$ cat config.mk
export PLATFORM = sky130hd
export DESIGN_NAME = adc_cap_pretrig
export DESIGN_NICKNAME = d
export VERILOG_FILES = /design/src/rtl/adc_cap_pkg.sv /design/src/rtl/adc_word_packer.sv /design/src/rtl/adc_cap_pretrig.sv
export SDC_FILE = /design/constraint.sdc
export NUM_CORES = 1
export LEC_CHECK = 0
export ABC_CLOCK_PERIOD_IN_PS = 6500
export CORE_AREA = 2 2 291 293
export CTS_CLUSTER_SIZE = 14
export DETAILED_ROUTE_END_ITERATION = 6
export DIE_AREA = 0 0 293 295
export GPL_ROUTABILITY_DRIVEN = 0
export PLACE_DENSITY = 0.43
export SYNTH_ARGS = -nofsm -noshare
export SYNTH_HDL_FRONTEND = slang
export SYNTH_SLANG_ARGS = --single-unit
$ cat constraint.sdc
create_clock -name aclk -period 6.5 [get_ports aclk]
set_input_delay 1.3 -clock aclk [delete_from_list [all_inputs] [get_ports aclk]]
set_output_delay 1.3 -clock aclk [all_outputs]
set_load 0.03 [all_outputs]
$ cat src/rtl/adc_cap_pkg.sv
// Shared types and constants for the ADC pre-trigger capture engine.
package adc_cap_pkg;

  // Capture controller states.
  typedef enum logic [1:0] {
    StIdle,
    StArmed,
    StPost,
    StDone
  } cap_state_e;

  // Values of mode_i, sampled when a capture is armed.
  localparam logic MODE_IMMEDIATE = 1'b0;
  localparam logic MODE_TRIGGERED = 1'b1;

endpackage

$ cat src/rtl/adc_word_packer.sv
// Packs RATIO consecutive valid stream beats into one wide word. The first
// beat lands in the low lane. A completed word and its strobe are registered.
module adc_word_packer #(
  parameter int unsigned DWIDTH_IN = 128,
  parameter int unsigned RATIO     = 2
) (
  input  logic                       clk_i,
  input  logic                       rst_i,
  input  logic [DWIDTH_IN-1:0]       tdata_i,
  input  logic                       tvalid_i,
  input  logic                       align_i,
  output logic [DWIDTH_IN*RATIO-1:0] word_o,
  output logic                       word_valid_o
);

  localparam int unsigned LaneBits = (RATIO > 1) ? $clog2(RATIO) : 1;
  localparam logic [LaneBits-1:0] LastLane = LaneBits'(RATIO - 1);

  logic [LaneBits-1:0]       lane_q, lane_d;
  logic [DWIDTH_IN*RATIO-1:0] data_q, data_d;
  logic [DWIDTH_IN*RATIO-1:0] word_q, word_d;
  logic                       word_valid_q, word_valid_d;

  // Lane steering; align drops the current beat and any word in flight.
  always_comb begin
    lane_d       = lane_q;
    data_d       = data_q;
    word_d       = word_q;
    word_valid_d = 1'b0;
    if (align_i) begin
      lane_d = '0;
    end else if (tvalid_i) begin
      data_d[lane_q*DWIDTH_IN +: DWIDTH_IN] = tdata_i;
      if (lane_q == LastLane) begin
        word_d       = data_d;
        word_valid_d = 1'b1;
        lane_d       = '0;
      end else begin
        lane_d = lane_q + 1'b1;
      end
    end
  end

  // Packer state registers.
  always_ff @(posedge clk_i) begin
    if (rst_i) begin
      lane_q       <= '0;
      data_q       <= '0;
      word_q       <= '0;
      word_valid_q <= 1'b0;
    end else begin
      lane_q       <= lane_d;
      data_q       <= data_d;
      word_q       <= word_d;
      word_valid_q <= word_valid_d;
    end
  end

  assign word_o       = word_q;
  assign word_valid_o = word_valid_q;

endmodule

$ cat src/rtl/adc_cap_pretrig.sv
// ADC snapshot engine: packs stream beats into BRAM words and captures
// MAX_XFER words either immediately or around a trigger with a programmable
// pre-trigger depth, using the BRAM as a circular buffer.
module adc_cap_pretrig
  import adc_cap_pkg::*;
#(
  parameter int unsigned DWIDTH_IN  = 128,
  parameter int unsigned RATIO      = 2,
  parameter int unsigned DWIDTH_OUT = DWIDTH_IN * RATIO,
  parameter int unsigned MAX_XFER   = 2048,
  parameter int unsigned ADDR_BITS  = $clog2(MAX_XFER)
) (
  input  logic                    aclk,
  input  logic                    areset,
  input  logic [DWIDTH_IN-1:0]    s_axis_tdata,
  input  logic                    s_axis_tvalid,
  output logic                    s_axis_tready,
  input  logic                    capture_i,
  input  logic                    mode_i,
  input  logic [ADDR_BITS-1:0]    pretrig_i,
  input  logic                    trig_i,
  output logic                    busy_o,
  output logic                    done_o,
  output logic [ADDR_BITS-1:0]    start_addr_o,
  output logic [DWIDTH_OUT-1:0]   bram_wdata,
  output logic [DWIDTH_OUT/8-1:0] bram_we,
  output logic                    bram_en,
  input  logic [DWIDTH_OUT-1:0]   bram_rdata,
  output logic [31:0]             bram_addr,
  output logic                    bram_clk,
  output logic                    bram_rst
);

  localparam logic [ADDR_BITS:0] XferWords = (ADDR_BITS + 1)'(MAX_XFER);
  localparam logic [ADDR_BITS:0] OneWord   = (ADDR_BITS + 1)'(1);

  cap_state_e           state_q, state_d;
  logic                 cap_q;
  logic                 arm;
  logic                 wr_en;
  logic [ADDR_BITS-1:0] wr_ptr_q, wr_ptr_d;
  logic [ADDR_BITS-1:0] pre_cnt_q, pre_cnt_d;
  logic [ADDR_BITS-1:0] pretrig_q, pretrig_d;
  logic [ADDR_BITS-1:0] start_addr_q, start_addr_d;
  logic [ADDR_BITS:0]   remaining_q, remaining_d;
  logic [ADDR_BITS:0]   rem_cur;
  logic [DWIDTH_OUT-1:0] word;
  logic                 word_valid;
  logic                 unused_rdata;

  // Capture edge detector; edges outside IDLE/DONE are ignored.
  always_ff @(posedge aclk) begin
    if (areset) begin
      cap_q <= 1'b0;
    end else begin
      cap_q <= capture_i;
    end
  end

  assign arm   = capture_i & ~cap_q & ((state_q == StIdle) | (state_q == StDone));
  assign wr_en = word_valid & ((state_q == StArmed) | (state_q == StPost));

  adc_word_packer #(
    .DWIDTH_IN (DWIDTH_IN),
    .RATIO     (RATIO)
  ) u_packer (
    .clk_i        (aclk),
    .rst_i        (areset),
    .tdata_i      (s_axis_tdata),
    .tvalid_i     (s_axis_tvalid),
    .align_i      (arm),
    .word_o       (word),
    .word_valid_o (word_valid)
  );

  // Capture FSM next-state: arming, trigger qualification and the post count.
  always_comb begin
    state_d      = state_q;
    wr_ptr_d     = wr_ptr_q;
    pre_cnt_d    = pre_cnt_q;
    pretrig_d    = pretrig_q;
    start_addr_d = start_addr_q;
    remaining_d  = remaining_q;
    rem_cur      = remaining_q;
    if (wr_en) begin
      wr_ptr_d = wr_ptr_q + 1'b1;
    end
    unique case (state_q)
      StIdle, StDone: begin
        if (arm) begin
          wr_ptr_d     = '0;
          pre_cnt_d    = '0;
          start_addr_d = '0;
          pretrig_d    = pretrig_i;
          if (mode_i == MODE_TRIGGERED) begin
            state_d = StArmed;
          end else begin
            remaining_d = XferWords;
            state_d     = StPost;
          end
        end
      end
      StArmed: begin
        if (wr_en && (pre_cnt_q < pretrig_q)) begin
          pre_cnt_d = pre_cnt_q + 1'b1;
        end
        if (trig_i && (pre_cnt_q >= pretrig_q)) begin
          start_addr_d = wr_ptr_q - pretrig_q;
          rem_cur      = XferWords - {1'b0, pretrig_q};
          remaining_d  = rem_cur;
          state_d      = StPost;
          // A write in the accept cycle is already a post-trigger word.
          if (wr_en) begin
            remaining_d = rem_cur - OneWord;
            if (rem_cur == OneWord) begin
              state_d = StDone;
            end
          end
        end
      end
      StPost: begin
        if (wr_en) begin
          remaining_d = remaining_q - OneWord;
          if (remaining_q == OneWord) begin
            state_d = StDone;
          end
        end
      end
      default: state_d = StIdle;
    endcase
  end

  // Capture FSM state registers.
  always_ff @(posedge aclk) begin
    if (areset) begin
      state_q      <= StIdle;
      wr_ptr_q     <= '0;
      pre_cnt_q    <= '0;
      pretrig_q    <= '0;
      start_addr_q <= '0;
      remaining_q  <= '0;
    end else begin
      state_q      <= state_d;
      wr_ptr_q     <= wr_ptr_d;
      pre_cnt_q    <= pre_cnt_d;
      pretrig_q    <= pretrig_d;
      start_addr_q <= start_addr_d;
      remaining_q  <= remaining_d;
    end
  end

  assign s_axis_tready = 1'b1;
  assign busy_o        = (state_q == StArmed) | (state_q == StPost);
  assign done_o        = (state_q == StDone);
  assign start_addr_o  = start_addr_q;
  assign bram_wdata    = word;
  assign bram_we       = {(DWIDTH_OUT / 8){wr_en}};
  assign bram_en       = wr_en;
  assign bram_addr     = 32'(wr_ptr_q);
  assign bram_clk      = aclk;
  assign bram_rst      = areset;
  assign unused_rdata  = ^bram_rdata;

endmodule

==> results.yml <==
hold_path:
  min_path_type: "register to register"
  whs_path_depth: 2
  min_from: "u_packer.data_q[106]"
  min_to: "u_packer.word_o[106]"
power_and_ir_drop:
  combinationalPowerShare: 0.219
  p_clk_frac: 0.400
  pwr_density_cell_nw_per_um2: 330
  pwr-share-seq: 0.381
  netSwitchingPower_w: 0.00257
  p_leak_nw: 8.40
  finalPower_w: 0.00807
  sw_frac_of_total: 0.318
  vdd_drop_max_mv: 0.187
  p_int_w: 0.00550
synthesis:
  postSynthCellCount: 2166
  yosysMostFrequentCell: "nand2_1"
  yosysTopAreaCellShare: 0.515
  synth_area_sq_um: 17300
  synth_edf_count: 0
  yosys.area.top_type: "dfxtp_1"
  yosys_warnings: 0
  ys_ff_latch: 445
  yosys-top-cells-count: "747 x nand2_1, 445 x dfxtp_1, 384 x a21oi_1, 153 x clkbuf_1, 56 x buf_4"
  avgSynthCellArea_sq_um: 7.99
  synth.area.top_cells: "dfxtp_1 51%, nand2_1 16%, a21oi_1 11%, clkbuf_1 3.3%, buf_4 2.4%"
  synthArstFlopShare: 0
  netlist-cell-type-count: 65
  yosysSeqAreaShare: 0.515
  ys.flop_type: "dfxtp_1"
detailed_routing:
  viasPerCell: 4.32
  dr.first_iter.drc_count: 821
  remaining_drc_errors: 0
  drt-total-wl_um: 66400
  via_count: 15700
  ant_nets: 0
  wl_per_cell_um: 18.3
  first_pass_iters: 5
global_route:
  grt_max_degree: 223
  grt_overflow: 0
  antenna_found_initial: 14
  grtUsageTotal: 0.148
  grt_pass1_vias: 15400
  grt_pass1_wl_um: 97500
clock_tree:
  hold_buffers: 0
  clk_pin_slew_worst_paths_ps: 60
  cts_tree: "yes"
  cts_resized: 0
  insertion_delay_ps: 720
  postCtsSetupRepairBufs: 0
cells_and_area:
  final_cell_count_no_fill: 3636
  syn_to_final_growth_pct: 41.2
  drive_gt1_frac: 0.0478
  final_net_count: 2939
die:
  dieArea_sq_um: 86400
  rows: 106
  fp.coreArea_sq_um: 83200
  die_x_um: 293
  start_util: 0.208
  dieHeight_um: 295
  ios: 738
timing:
  timing.final.ws_setup_ps: 1120
  finalMaxSlewViolations: 0
  tns_ps: 0
  finalSetupViolations: 0
  finClkSkew_ps: 21.1
  max_slew.worst_pin.slew_ps: 1180
  slew-limit-headroom: 0.210
  hold_violations: 0
  rsz0062_at_grt: "false"
critical_path:
  arrival_ps: 4080
  cp_max_fo: 2
  crit_type: "clock port to output pin"
  rr_endpoint: "u_packer.word_o[161]"
  worstPathRequired_ps: 5200
  critPathCaptureType: "output pin"
  rr_worst_depth: 8
  critPathLaunchType: "clock port"
  reg2reg_slack_ps: 2900
  reg2reg_from: "state_q[0]"
placement:
  portBuffers: 459
  dp_slack_ps: 1390
  dp.final_hpwl_um: 45200
  place_inst: 3528
flow_run:
  drv_cap: 0
outcome:
  outcome: "finished, final reports clean"
power by group through the flow:
stage               clock [W]  combinational, W  sequential (W)
floorplan           0.0000230           0.00105         0.00323
global placement    0.0000256           0.00177         0.00313
detailed placement  0.0000256           0.00179         0.00313
CTS                   0.00335           0.00179         0.00308
global route          0.00346           0.00194         0.00311
finish                0.00323           0.00176         0.00308
flip-flops by register name, indices dropped and copies added (netlist names), 2 cells and up:
register	count
u_packer.data_q	128
pre_cnt_q	11
wr_ptr_q	11
start_addr_o	11
state_q	2
remaining_q	12
u_packer.word_o	256
pretrig_q	11
cell type report:
cell class	count	area (sq um)
antenna	6	15.0
clock buffer	80	1610
clock inverter	23	314
fill	8833	58700
inverter	27	101
multi-input combinational	1499	7370
sequential	445	8910
tap	1080	1350
timing repair buffer	476	4760
layout by cell type (no fill, tap or decap), drive strengths merged, types with 5 or more instances in the layout:
cell / synthesis / layout
nor2b: 6 / 6
bufinv: 0 / 5
nand4: 10 / 10
nor2: 53 / 53
nor3: 11 / 11
a22o: 41 / 41
clkdlybuf4s50: 0 / 458
diode: 0 / 6
xor2: 22 / 22
nand2: 747 / 747
nand3: 28 / 28
clkinv: 1 / 10
nand2b: 7 / 7
conb: 2 / 22
a22oi: 5 / 5
xnor2: 27 / 27
clkinvlp: 0 / 6
and2: 6 / 6
o21ai: 23 / 23
clkbuf: 153 / 79
ha: 31 / 31
or3: 7 / 7
inv: 26 / 29
a21oi: 384 / 384
dfxtp: 445 / 445
and3: 5 / 5
buf: 62 / 19
nor4: 8 / 8
metal layers:
layer	global-route usage	vias up	wire length (um)
met2	0.226	484	28600
met5	0	-	114
li1	-	7730	-
met3	0.0647	123	6560
met4	0.0539	18	2180
met1	0.183	7367	29000
worst max path at each step:
stage	to	cells past startpoint	startpoint	slack (ps)
2_1_floorplan	bram_clk	1	aclk	1810
3_3_place_gp	bram_clk	1	aclk	1390
3_5_place_dp	bram_clk	1	aclk	1390
4_1_cts	bram_clk	3	aclk	1120
5_1_grt	bram_clk	3	aclk	1110
6_report	bram_clk	3	aclk	1120
logic make-up after synthesis:
group                    synth area share
AND/OR/NAND/NOR                     0.209
XOR/XNOR                           0.0248
AO/OA/AOI/OAI                       0.160
adder cells (fa/ha/maj)            0.0236
multiplexers                      0.00174
flip-flops                          0.515
other                            0.000434
buffers and inverters              0.0656
through the flow:
step,instance area (sq um),utilization,hold WS [ps]
floorplan,17400,-,432
global placement,22500,0.271,436
detailed placement,22500,0.271,443
CTS,24400,0.294,448
global route,24400,0.294,462
finish,24400,0.294,447
worst max-delay path, stage by stage:
cell,delay (ps)
clkbuf_16,120
clkbuf_16,130
clkdlybuf4s50_1,580
No activity file was read; power rests on OpenSTA's default activity.
